[src/rtl/hazard_pkg.sv]
// Shared types and constants for the pipeline hazard controller.
// Entries narrow as they age: WB only needs what makes it a forwarding source.
package hazard_pkg;

  localparam logic [1:0] FWD_RF  = 2'b00;
  localparam logic [1:0] FWD_MEM = 2'b01;
  localparam logic [1:0] FWD_WB  = 2'b10;

  localparam logic [3:0] REG_ZERO = 4'd0;

  typedef struct packed {
    logic       valid;
    logic       wr;
    logic [3:0] dst;
  } wr_info_t;

  typedef struct packed {
    wr_info_t w;
    logic     load;
  } stage_t;

  // Source fields exist only while the instruction sits in EX.
  typedef struct packed {
    stage_t     s;
    logic [3:0] src1;
    logic [3:0] src2;
    logic       use1;
    logic       use2;
  } sb_entry_t;

  function automatic logic is_writer(wr_info_t w);
    return w.valid && w.wr && (w.dst != REG_ZERO);
  endfunction

endpackage

[src/rtl/hazard_ctrl_fwd_sel.sv]
// Forwarding select for one EX operand: MEM beats WB, and loads in MEM
// never forward because their data is not ready yet.
module fwd_sel
  import hazard_pkg::*;
(
  input  logic       use_src,
  input  logic [3:0] src,
  input  stage_t     mem,
  input  wr_info_t   wb,
  output logic [1:0] sel
);

  always_comb begin
    sel = FWD_RF;
    if (use_src && is_writer(mem.w) && !mem.load && (mem.w.dst == src)) begin
      sel = FWD_MEM;
    end else if (use_src && is_writer(wb) && (wb.dst == src)) begin
      sel = FWD_WB;
    end
  end

endmodule

[src/rtl/hazard_ctrl.sv]
// Hazard controller: EX/MEM/WB scoreboard, load-use stall, branch flush,
// EX forwarding selects and a saturating stall-cycle counter.
module hazard_ctrl
  import hazard_pkg::*;
#(
  parameter int CNT_W = 16
) (
  input  logic             clk,
  input  logic             rst,
  input  logic             id_valid,
  input  logic [3:0]       id_src1,
  input  logic [3:0]       id_src2,
  input  logic             id_use1,
  input  logic             id_use2,
  input  logic [3:0]       id_dst,
  input  logic             id_wr,
  input  logic             id_load,
  input  logic             br_taken,
  input  logic             mem_busy,
  output logic             stall_id,
  output logic             bubble_ex,
  output logic             flush_id,
  output logic [1:0]       fwd_a,
  output logic [1:0]       fwd_b,
  output logic [CNT_W-1:0] stall_cnt
);

  sb_entry_t ex_q;
  sb_entry_t ex_d;
  stage_t    mem_q;
  wr_info_t  wb_q;
  logic      load_use;

  assign load_use = id_valid && is_writer(ex_q.s.w) && ex_q.s.load &&
                    ((id_use1 && (id_src1 == ex_q.s.w.dst)) ||
                     (id_use2 && (id_src2 == ex_q.s.w.dst)));

  // rst gating keeps the outputs quiet while reset is held, whatever the inputs do.
  always_comb begin
    stall_id  = 1'b0;
    bubble_ex = 1'b0;
    flush_id  = 1'b0;
    if (rst) begin
      if (mem_busy) begin
        stall_id = 1'b1;
      end else if (br_taken) begin
        flush_id  = 1'b1;
        bubble_ex = 1'b1;
      end else if (load_use) begin
        stall_id  = 1'b1;
        bubble_ex = 1'b1;
      end
    end
  end

  always_comb begin
    ex_d = '0;
    if (id_valid && !bubble_ex) begin
      ex_d.s.w.valid = 1'b1;
      ex_d.s.w.wr    = id_wr;
      ex_d.s.w.dst   = id_dst;
      ex_d.s.load    = id_load;
      ex_d.src1      = id_src1;
      ex_d.src2      = id_src2;
      ex_d.use1      = id_use1;
      ex_d.use2      = id_use2;
    end
  end

  always_ff @(posedge clk or negedge rst) begin
    if (!rst) begin
      ex_q  <= '0;
      mem_q <= '0;
      wb_q  <= '0;
    end else if (!mem_busy) begin
      wb_q  <= mem_q.w;
      mem_q <= ex_q.s;
      ex_q  <= ex_d;
    end
  end

  always_ff @(posedge clk or negedge rst) begin
    if (!rst) begin
      stall_cnt <= '0;
    end else if (stall_id && (stall_cnt != '1)) begin
      stall_cnt <= stall_cnt + CNT_W'(1);
    end
  end

  fwd_sel u_fwd_a (
    .use_src (ex_q.s.w.valid && ex_q.use1),
    .src     (ex_q.src1),
    .mem     (mem_q),
    .wb      (wb_q),
    .sel     (fwd_a)
  );

  fwd_sel u_fwd_b (
    .use_src (ex_q.s.w.valid && ex_q.use2),
    .src     (ex_q.src2),
    .mem     (mem_q),
    .wb      (wb_q),
    .sel     (fwd_b)
  );

endmodule

[config.mk]
export PLATFORM = sky130hd
export DESIGN_NAME = hazard_ctrl
export DESIGN_NICKNAME = d
export VERILOG_FILES = /design/src/rtl/hazard_pkg.sv /design/src/rtl/hazard_ctrl_fwd_sel.sv /design/src/rtl/hazard_ctrl.sv
export SDC_FILE = /design/constraint.sdc
export NUM_CORES = 1
export LEC_CHECK = 0
export ABC_AREA = 0
export CAP_MARGIN = 20
export CORE_MARGIN = 2
export CORE_UTILIZATION = 56
export DETAILED_ROUTE_END_ITERATION = 10
export GPL_ROUTABILITY_DRIVEN = 0
export GPL_TIMING_DRIVEN = 0
export MAX_ROUTING_LAYER = met4
export PLACE_DENSITY = 0.85
export SETUP_SLACK_MARGIN = 0.15
export SYNTH_ARGS = -nofsm -noshare
export SYNTH_HDL_FRONTEND = slang
export SYNTH_HIERARCHICAL = 1
export SYNTH_SLANG_ARGS = --single-unit
[constraint.sdc]
create_clock -name clk -period 4.6 [get_ports clk]
set_clock_uncertainty 0.15 [all_clocks]
set_input_delay 1.38 -clock clk [delete_from_list [all_inputs] [get_ports clk]]
set_output_delay 1.38 -clock clk [all_outputs]
set_load 0.1 [all_outputs]
======== Word level (Yosys, flattened, before mapping) ========
Index checks and enable logic that the tools add are counted.
storage, ports and cells
  register bits ........................... 46
  input port bits ......................... 21
  logic and storage cells ................. 70
cells by class
  add/sub/neg operators ................... 1
  eq/ne operators ......................... 7
  mux-type cells .......................... 15
  reductions and logical operators ........ 31
operators with widths
  cell                     count
  $logic_and A1 B1 Y1      25
  $eq A4 B4 Y1             6
  $mux W17                 1
  $add A16 B1 Y16 const B  1
  $ne A16 B16 Y1 const B   1
  $reduce_bool A4 Y1       3
  $mux W1                  10
  $mux W2                  4
  $logic_not A1 Y1         2
  $logic_or A1 B1 Y1       1

======== Depth between registers and ports, before layout ========
  depth after elaboration ................. 12
  depth in mapped cells ................... 8
  gate-level depth less buffers ........... 7

======== By module ========
The synthesis kept the hierarchy.
by module, submodules not included
  module       instances  cells each  area an instance (sq um)  seq. area each (sq um)
  hazard_ctrl  1          163         2,038.2                   1,151.1
  fwd_sel      2          19          136.4                     0.0

======== Least setup slack after synthesis ========
OpenSTA, ideal clock, no wires.
  path kind ............................... input -> output
  from .................................... in id_src2[0]
  to ...................................... out bubble_ex
  arrival ................................. 3.474 ns
  data required time ...................... 3.070 ns
  setup slack ............................. -0.404 ns
  stages on the path ...................... 5
  buffers on the path ..................... 0
  cell sequence ........................... xor2_1 -> nor3_1 -> and4_4 -> nor2_1 -> a21oi_1
on the way
  longest elaborated chain between the ends .. 8
RTL lines
  item                 RTL line           RTL
  start, declared      hazard_ctrl.sv:12  input logic [3:0] id_src2,
  $eq A4 B4 Y1         hazard_ctrl.sv:36  (id_use2 && (id_src2 == ex_q.s.w.dst)));
  $logic_and A1 B1 Y1  hazard_ctrl.sv:36
  $logic_or A1 B1 Y1   hazard_ctrl.sv:35  ((id_use1 && (id_src1 == ex_q.s.w.dst)) ||
  $logic_and A1 B1 Y1  hazard_ctrl.sv:34  assign load_use = id_valid && is_writer(ex_q.s.w) && ex_q.s.load &&
  $mux W1              hazard_ctrl.sv:49  end else if (load_use) begin
  $mux W1              hazard_ctrl.sv:46  end else if (br_taken) begin
  $mux W1              hazard_ctrl.sv:44  if (mem_busy) begin
  $mux W1              hazard_ctrl.sv:43  if (rst) begin
  end, declared        hazard_ctrl.sv:21  output logic bubble_ex,
Every way passes these cells.

======== Final worst setup path ========
  from .................................... in id_src2[1]
  to ...................................... out stall_id
on the way
  longest elaborated chain between the ends .. 8
RTL lines
  item                 RTL line           RTL
  $eq A4 B4 Y1         hazard_ctrl.sv:36
  $logic_and A1 B1 Y1  hazard_ctrl.sv:36
  $logic_or A1 B1 Y1   hazard_ctrl.sv:35
  $logic_and A1 B1 Y1  hazard_ctrl.sv:34
  $mux W1              hazard_ctrl.sv:49
  $mux W1              hazard_ctrl.sv:46
  $mux W1              hazard_ctrl.sv:44
  $mux W1              hazard_ctrl.sv:43
  end, declared        hazard_ctrl.sv:20  output logic stall_id,
Every way passes these cells.

==> impl_metrics.tcl <==
set metrics [dict create \
    endpoint_kind "output port" \
    count_of_nets_left_with_antenna_violations_after_detail_routing 0 \
    timing.max_cap.violations 0 \
    detailedRoute.firstPassIterationCount 4 \
    flow.area_growth_from_synthesis_pct 28.1 \
    clkSinkCount 46 \
    power.sequential.fraction_pct 43.6 \
    met1_usage_pct 36.9 \
    synth_enable_flop_cells 0 \
    antenna-diode-count 0 \
    timing.hold.worst.class "reg2reg" \
    met2_track_utilization_from_global_routing_pct 37.9 \
    synth_compound_gate_area_share_pct 9.69 \
    globalRouteOverflowTotal 0 \
    routedWlPerCell_um 16.9 \
    post_synth_mux_area_share_pct 6.82 \
    rsz_0062_raised_after_global_routing "no" \
    core_mm2 0.00400 \
    numPlacedInstances 294 \
    power.share.combinational_pct 36.0 \
    die_x_um 68.2 \
    synth_cells 201 \
    synth-adder-area-share_pct 0.541 \
    worst-setup-path-type "in2out" \
    synth.lib_cells_used.distinct 36 \
    synth_sequential_area_ratio_pct 49.8 \
    power.share.clock_pct 20.5 \
    syn-num-nets 223 \
    grt_start_max_net_pins 34 \
    internal-power_uw 711 \
    cts-root-to-sink-buffers 2 \
    cts_tree "yes" \
    total_of_hold_buffers_inserted_after_clock_tree_synthesis 0 \
    htree_levels 2 \
    timing.hold.ws_ns 0.353 \
    cts_root_buf "clkbuf_8" \
    worst_r2r_startpoint "ex_q[11]$_DFFE_PN0N_" \
    tns_ns 0 \
    slew_headroom_pct 35.1 \
    finalSetupViolCount 0 \
    drv_slew 0 \
    worstHoldStart "stall_cnt[6]$_DFFE_PN0P_" \
    mostFrequentLayoutCells "dfrtp_1 (46), clkdlybuf4s50_1 (31), xor2_1 (27), a22o_1 (16), mux2_2 (14)" \
    cellLeakagePower_uw 0.00139 \
    dr_drc_count 0 \
    max_freq_mhz 229 \
    final.period_utilization_pct 95.1 \
    initialDrtViolationCount 89 \
    async_flop_share_pct 100 \
    fp-row-count 23 \
    clock_slew_at_the_register_clock_pins_of_the_worst_setup_and_hold_paths_ns 0.08 \
    arrival_ns 2.84 \
    cts-buffers-inserted 5 \
    portBuffers 42 \
    max_slew.worst_pin.slew_ns 0.971 \
    synth-simple-area-share_pct 18.1 \
    main_combinational_cell_family_by_area_after_synthesis "simple AND/OR/NAND/NOR gates" \
    die-height_um 68.2 \
    fp.dieArea_mm2 0.00466 \
    crit_path_launch_type "input port" \
    detailed_place_hpwl_um 3810 \
    timing.critical_path.fanout_max 2 \
    cp_data_required_time_ns 3.07 \
    ir_drop_uv 442 \
    synth_flop_cell "dfrtp_1" \
    power.total_uw 1220 \
    final-instance-count-excl-fill 304 \
    route.vias.total 1798 \
    post-route-min-period_ns 4.37 \
    postSynthRegisterBits 46 \
    initial_utilization_pct 57.8 \
    global_route_wire_length_before_repair_um 8650 \
    yosysWarningCount 6 \
    critical_path.startpoint "id_src2[1]" \
    first_global_vias 1765 \
    grt_busiest_layer "met2" \
    synth_area_per_cell_um2 11.5 \
    net-switching-power_uw 504 \
    clkLatencyLatePin_ns 0.29 \
    power_switching_share_pct 41.5 \
    top_level_ports 44 \
    power.density_cell_area_mw_per_mm2 411 \
    hold_viol 0 \
    layout_commonest_cell "dfrtp_1" \
    layout.nets 275 \
    run_status "finished, final reports clean" \
    post_synth_instance_area_mm2 0.00231 \
    grt_antenna_before_repair 0 \
    routed_via_density 5.91 \
    postRouteWirelength_um 5150 \
    track_usage_pct 26.3 \
    synthesized_area_fraction_occupied_by_xor_and_xnor_cells_pct 13.3 \
    use_met3_pct 4.44 \
    fraction_of_layout_cells_with_a_size_suffix_above_1_pct 16.5 \
]
[critical path, cell delays in order]
cell and delay (ns):
clkdlybuf4s50_1 0.52, xnor2_1 0.14, and4_4 0.25, nor2_2 0.06, nor2_1 0.11, o21a_1 0.19
buf_12 0.19
[area by class of cell]
class	count	area [um^2]
Clock buffer	7	86.3
Buffer	7	36.3
Inverter	1	3.75
Tap cell	50	62.6
Fill cell	268	1040
Multi-Input combinational cell	147	1140
Timing Repair Buffer	45	477
Sequential cell	46	1150
Clock inverter	1	5.00
[per-stage QoR]
step	worst slack [ns]	area [um^2]	utilization (%)
final	0.227	2960	74.0
after global routing	0.156	2960	74.0
after CTS	0.130	2930	73.3
after detailed placement	-0.821	2820	70.4
after global placement	-1.97	2800	70.0
after floorplan	0.217	2320	-
[cells in the mapped netlist, types with 2 or more instances]
master / instances / area share, %
a21oi_2: 2 / 0.76
a22o_1: 16 / 6.1
and2_1: 7 / 1.9
and3_1: 2 / 0.54
and4_1: 2 / 0.76
and4b_1: 2 / 0.87
buf_2: 2 / 0.43
clkbuf_1: 3 / 0.49
dfrtp_1: 46 / 50
mux2_2: 14 / 6.8
nand2_1: 4 / 0.65
nand2b_1: 2 / 0.54
nand3_1: 7 / 1.5
nand4_1: 6 / 1.6
nor2_1: 11 / 1.8
nor3_1: 13 / 2.8
nor4_1: 8 / 2.2
o221a_1: 2 / 0.97
or3_1: 2 / 0.54
xnor2_1: 8 / 3.0
xor2_1: 27 / 10
[metal layers]
layer  wire length [um]  part of all wire [%]
met1               2390                    47
met3                241                   4.7
met2               2380                    46
met4                133                   2.6
met5                  0                     0
[power groups by stage]
stage	registers (uW)	logic (uW)	clock network [uW]
floorplan	723	120	0
global placement	532	428	0
detailed placement	536	436	0
CTS	528	438	251
global route	540	461	270
finish	530	437	249
[cells by family (layout without fill, tap and decap cells)]
family / count (synthesis) / count (layout)
AO/OA/AOI/OAI: 26 / 26
multiplexers: 14 / 14
flip-flops: 46 / 46
adder cells (fa/ha/maj): 1 / 1
AND/OR/NAND/NOR: 71 / 71
XOR/XNOR: 35 / 35
buffers and inverters: 8 / 61
[flip-flops by register name, summed over array words and instances (netlist names)]
register	count
ex_q	17
stall_cnt	16
mem_q	7
wb_q	6
[path summary, 6_finish.rpt]
kind | cells after the start | to | slack, ns
worst max-delay path | 7 | stall_id | 0.23
worst min register to register | 1 | stall_cnt[6]$_DFFE_PN0P_ | 0.35
max in group asynchronous | 2 | stall_cnt[15]$_DFFE_PN0P_ | 2.95
min in group asynchronous | 1 | ex_q[14]$_DFFE_PN0N_ | 0.85
worst max register to register | 8 | ex_q[4]$_DFFE_PN0N_ | 2.13
worst min-delay path | 1 | stall_cnt[6]$_DFFE_PN0P_ | 0.35
[repair_timing]
| item | CTS | global route |
|---|---|---|
| endpoints found under the setup margin | 3 | 2 |
| setup buffers | 2 | 0 |
| pin swaps | 3 | 6 |
| resized for setup | 20 | 10 |
(Power assumes the default switching activity.)
==> RTL change 1: new RTL, same settings <==
Change the parameter `CNT_W` from 16 to 20.
--- a/src/rtl/hazard_ctrl.sv
+++ b/src/rtl/hazard_ctrl.sv
@@ -4,5 +4,5 @@
   import hazard_pkg::*;
 #(
-  parameter int CNT_W = 16
+  parameter int CNT_W = 20
 ) (
   input  logic             clk,
Interface: changed (resized stall_cnt); port bits go from 44 to 48. The function was not compared with the original's and may differ.
==> RTL change 1 against the unedited design <==
  * Power shrank 2.7%
  * Wire length shrank 1.9%
  * Sequential cell count grew 4
  * Core utilization shrank 0.26 points
  * Non-clock buffer count grew 6
  * Worst setup slack lost 2.1 ps
  * Area after synthesis grew 6.1%
  * Final area grew 7.0%
==> RTL change 1: results (changes against the unedited design) <==
Clock tree
  – Clock root buffer: clkbuf_8 (unchanged)
  – Later-pin clock latency in the skew report: 290 ps (about the same)
  – CTS Buf Count: 5 (unchanged)
  – Clock buffer depth: 2 (unchanged)
  – Clk pin slew, worst setup/hold paths: 80 ps (about the same)
  – H-tree levels: 2 (unchanged)

Final layout
  – Share of cells above drive strength 1: 17.5% (was 16.5%)
  – Finished Layout Cells: 315 (was 304)
  – Largest regs: stall_cnt x20, ex_q x17, mem_q x7 (was ex_q x17, stall_cnt x16, mem_q x7)
  – Multi-input logic area: 1170 sq um (was 1140 sq um)
  – Fill cell count: 296 (was 268)
  – Ant diodes: 0 (unchanged)
  – Layout Nets: 284 (was 275)

Power
  – Leak: 1.48 nW (was 1.39 nW)
  – Net Sw Frac: 37.9% (was 41.5%)
  – Max VDD drop: 0.000529 V (was 0.000442 V)

STA
  – Worst-margin pin slew: 982 ps (was 971 ps)

Worst setup path
  – Reg2reg start: ex_q[11] (unchanged)
  – CP max-delay cell: o41ai_4 (was clkdlybuf4s50_1)
  – CP max stage delay: 440 ps (was 520 ps)
  – Worst Path Max Fanout: 3 (was 2)
  – R2R Path End: stall_cnt[1] (was ex_q[4])
  – Reg2reg path depth: 10 (was 8)
  – R2R Setup Slk: 2120 ps

Placed design
  – Area after DPL: 3010 sq um (was 2820 sq um)
  – DP HPWL: 3.73 mm (was 3.81 mm)
  – Number of port buffers: 46 (was 42)
  – Dpl cells: 304 (was 294)

Min path
  – Hold EP: stall_cnt[9] (was stall_cnt[6])
  – Hold Path Depth: 1 (unchanged)
  – Min-delay src: stall_cnt[9] (was stall_cnt[6])
  – Worst Hold Class: flip-flop to flip-flop (unchanged)

Outcome
  – Status: complete, no violations (unchanged)

Logic synthesis
  – Yosys cell types: 34 (was 36)
  – Synth cell count leaders: dfrtp_1, xnor2_1, a22o_1 (was dfrtp_1, xor2_1, a22o_1)
  – Sequential cell area fraction in the yosys report: 51.0% (was 49.8%)
  – Synth Warn #: 6 (unchanged)
  – Syn_area_per_cell: 12.0 sq um (was 11.5 sq um)
  – Asr flop ratio synth: 100% (unchanged)
  – Largest cells by area after synthesis: dfrtp_1, xnor2_1, mux2_2 (was dfrtp_1, xor2_1, mux2_2)
  – Post-Syn Nets: 227 (was 223)

Global routing
  – Global-route wire length before repair: 8.80 mm (was 8.65 mm)
  – Largest net degree at the start of global routing: 29 (was 34)
  – Vias in the first global route: 1836 (was 1765)
  – Total track usage: 22.9% (was 26.3%)
  – Initial antenna violation count: 0 (unchanged)

Detailed routing
  – First DRT Iteration DRCs: 37 (was 89)
  – Routed length per instance: 16.0 microns (was 16.9 microns)
  – Via density: 5.68 (was 5.91)
  – Drt first pass iters: 4 (unchanged)
[RTL change 1: cell count changes in the layout (fill, tap and decap cells not counted), sizes merged, moves of 2 or more]
cell / change
and3: +6
buf: +2
clkbuf: +2
dfrtp: +4
nand2b: -2
nand3: +4
nand4: +6
nor2: -3
nor3: -9
nor4: -5
xnor2: +18
xor2: -14
[RTL change 1: power groups by stage]
stage               logic [mW]  registers (mW)  clock network, mW
floorplan                0.120           0.704                  0
detailed placement       0.381           0.553                  0
CTS                      0.384           0.545              0.259
global placement         0.374           0.551                  0
finish                   0.383           0.545              0.255
global route             0.403           0.555              0.278
[RTL change 1: worst max-delay path by stage]
stage | from | to
5_1_grt | id_src2[2] | bubble_ex
6_report | id_src1[0] | bubble_ex
3_3_place_gp | rst | stall_id
3_5_place_dp | id_valid | bubble_ex
2_1_floorplan | id_valid | bubble_ex
4_1_cts | id_src2[3] | bubble_ex
[RTL change 1: final cells by class]
class | count | share of cell area, %
flip-flops and latches | 50 | 39.5
multi-input cells | 145 | 37.1
repair buffers | 50 | 16.4
clock buffers | 7 | 2.73
well taps | 52 | 2.05
plain buffers | 8 | 1.78
inverters | 2 | 0.237
clock inverters | 1 | 0.158
[RTL change 1: stage by stage]
step | power, mW | util (%) | hold WS [ps] | worst slack, ps
final | 1.18 | 73.7 | 343 | 225
after CTS | 1.19 | 73.0 | 348 | 34.2
after global placement | 0.925 | 69.8 | 326 | -2340
after floorplan | 0.824 | - | 322 | -194
after global routing | 1.24 | 73.7 | 379 | 155
after detailed placement | 0.934 | 70.1 | 331 | -988
[RTL change 1: cells by family (layout without fill, tap and decap cells)]
logic type | after synthesis | after routing | share of synthesized area (%)
flip-flops | 50 | 50 | 51.0
AO/OA/AOI/OAI | 26 | 26 | 9.75
multiplexers | 14 | 14 | 6.58
AND/OR/NAND/NOR | 65 | 65 | 15.6
XOR/XNOR | 39 | 39 | 13.9
adder cells (fa/ha/maj) | 1 | 1 | 0.510
buffers and inverters | 10 | 68 | 2.60
[RTL change 1: critical path: cells and delay by family]
kind | cells | cell delay (ps)
XOR/XNOR | 1 | 170
AO/OA/AOI/OAI | 1 | 440
AND/OR/NAND/NOR | 2 | 310
buffers and inverters | 2 | 520
[RTL change 1: what timing repair did]
action,4_1_cts,5_1_grt
endpoints found under the hold margin,0,0
pin swaps,8,8
cloned,0,0
hold buffers,0,0
buffers inserted,2,1
gates resized for setup,26,13
endpoints found under the setup margin,3,2
[RTL change 1: routing by layer]
metal,routed length (microns),track usage (%),vias to the layer above
met5,0,-,-
met4,36,5.13,0
met3,200,4.47,5
met2,2590,38.9,31
met1,2230,28.8,895
li1,-,-,857
==> RTL change 2: new RTL, config.mk and constraints unchanged <==
Made on the original files. Register the output `stall_cnt` once more, without a reset; this adds one clock of latency there. The other outputs are not delayed to match.
--- a/src/rtl/hazard_ctrl.sv
+++ b/src/rtl/hazard_ctrl.sv
@@ -25,4 +25,6 @@
   output logic [CNT_W-1:0] stall_cnt
 );
+
+  logic [CNT_W-1:0] stall_cnt_s0;
 
   sb_entry_t ex_q;
@@ -82,7 +84,7 @@
   always_ff @(posedge clk or negedge rst) begin
     if (!rst) begin
-      stall_cnt <= '0;
-    end else if (stall_id && (stall_cnt != '1)) begin
-      stall_cnt <= stall_cnt + CNT_W'(1);
+      stall_cnt_s0 <= '0;
+    end else if (stall_id && (stall_cnt_s0 != '1)) begin
+      stall_cnt_s0 <= stall_cnt_s0 + CNT_W'(1);
     end
   end
@@ -104,4 +106,8 @@
   );
 
+  always_ff @(posedge clk) begin
+    stall_cnt <= stall_cnt_s0;
+  end
+
 endmodule
 
Behaviour: not the same (Yosys sat finds a counterexample within 4 cycles, from zero or initial values and one cycle with rst low).
==> RTL change 2 against the unedited design <==
  * Power rose by 39%
  * Final area grew 22%
  * Wire length rose by 22%
  * Core utilization rose by 3.7 points
  * Sequential cell count rose by 16
  * Via count up 13%
  * Area after synthesis rose by 15%
  * Worst setup slack improved by 9.5 ps
==> RTL change 2: results (changes against the unedited design) <==
Outcome
  – Status: complete, no violations (unchanged)

Worst setup path
  – R2R Setup Slk: 1030 ps (was 2130 ps)
  – Worst Path Arrival: 2830 ps (was 2840 ps)
  – CP max stage delay: 480 ps (was 520 ps)
  – Worst Path Max Fanout: 10 (was 2)
  – R2R Path End: stall_cnt_s0[1] (was ex_q[4])
  – CP max-delay cell: clkbuf_1 (was clkdlybuf4s50_1)

Final layout
  – Largest regs: ex_q x17, stall_cnt x16, stall_cnt_s0 x16 (was ex_q x17, stall_cnt x16, mem_q x7)
  – Finished Layout Cells: 347 (was 304)
  – Layout Nets: 310 (was 275)
  – Fill cell count: 266 (was 268)

STA
  – Worst slew margin: 35.0% (was 35.1%)

Global routing
  – Largest net degree at the start of global routing: 36 (was 34)
  – Global-route wire length before repair: 10.2 mm (was 8.65 mm)
  – Total track usage: 26.8% (was 26.3%)

Clock tree
  – CTS Buf Count: 9 (was 5)

Min path
  – Hold Path Depth: 0 (was 1)
  – Hold EP: stall_cnt[12] (was stall_cnt[6])
  – Min-delay src: stall_cnt_s0[12] (was stall_cnt[6])

Detailed routing
  – First DRT Iteration DRCs: 151 (was 89)

Logic synthesis
  – Cells after synthesis: 217 (was 201)
  – Synth Area in Adders: 0.469% (was 0.541%)
  – Sequential cell area fraction in the yosys report: 55.2% (was 49.8%)
  – XOR/XNOR Fraction of Synth Area: 11.2% (was 13.3%)
  – Post-Syn Nets: 239 (was 223)

Power
  – Leak: 1.68 nW (was 1.39 nW)
  – Max VDD drop: 0.000319 V (was 0.000442 V)

Placed design
  – DP HPWL: 3.73 mm (was 3.81 mm)
-- RTL change 2: cell type report --
class | instances | area share [%]
plain buffers | 6 | 1.04
clock buffers | 12 | 4.01
clock inverters | 4 | 2.62
inverters | 2 | 0.207
multi-input cells | 147 | 32.9
flip-flops and latches | 62 | 40.6
well taps | 54 | 1.86
repair buffers | 60 | 16.7
-- RTL change 2: timing repair --
item,in CTS,in global routing
gates resized for setup,20,19
gates cloned,0,1
endpoints found under the setup margin,3,17
pin swaps,4,6
buffers inserted,15,1
-- RTL change 2: power by group through the flow --
stage | Combinational [mW] | Clock (mW) | Sequential, mW
final | 0.415 | 0.587 | 0.692
after global routing | 0.434 | 0.609 | 0.701
after CTS | 0.409 | 0.585 | 0.691
after detailed placement | 0.405 | 0 | 0.701
after global placement | 0.397 | 0 | 0.696
after floorplan | 0.126 | 0 | 0.865
-- RTL change 2: cell families after synthesis --
family	count (synthesis)
and+or+nand+nor	69
DFF	62
xor gates and xnor gates	34
AOI/OAI and AO/OA	28
muxes	15
buffers and inverters	8
adders and majority gates	1
-- RTL change 2: worst max path at each step --
stage,end,from,slack [ps]
global placement,flush_id,rst,-1960
global route,flush_id,mem_busy,170
detailed placement,stall_id,id_src2[0],-860
CTS,stall_id,id_src2[2],70
floorplan,stall_id,id_src2[0],270
finish,flush_id,mem_busy,240
-- RTL change 2: critical path: cells and delay by family --
kind          cells  cell delay (ps)
simple gates      1               80
buf+inv           3             1360
-- RTL change 2: per-layer routing --
layer  vias to the layer above  global-route usage, %  wire [microns]
met5                         -                      -               0
met2                        75                   38.8            3050
li1                        928                      -               -
met1                      1009                   35.2            2780
met4                         0                   11.5             165
met3                        14                   7.73             308
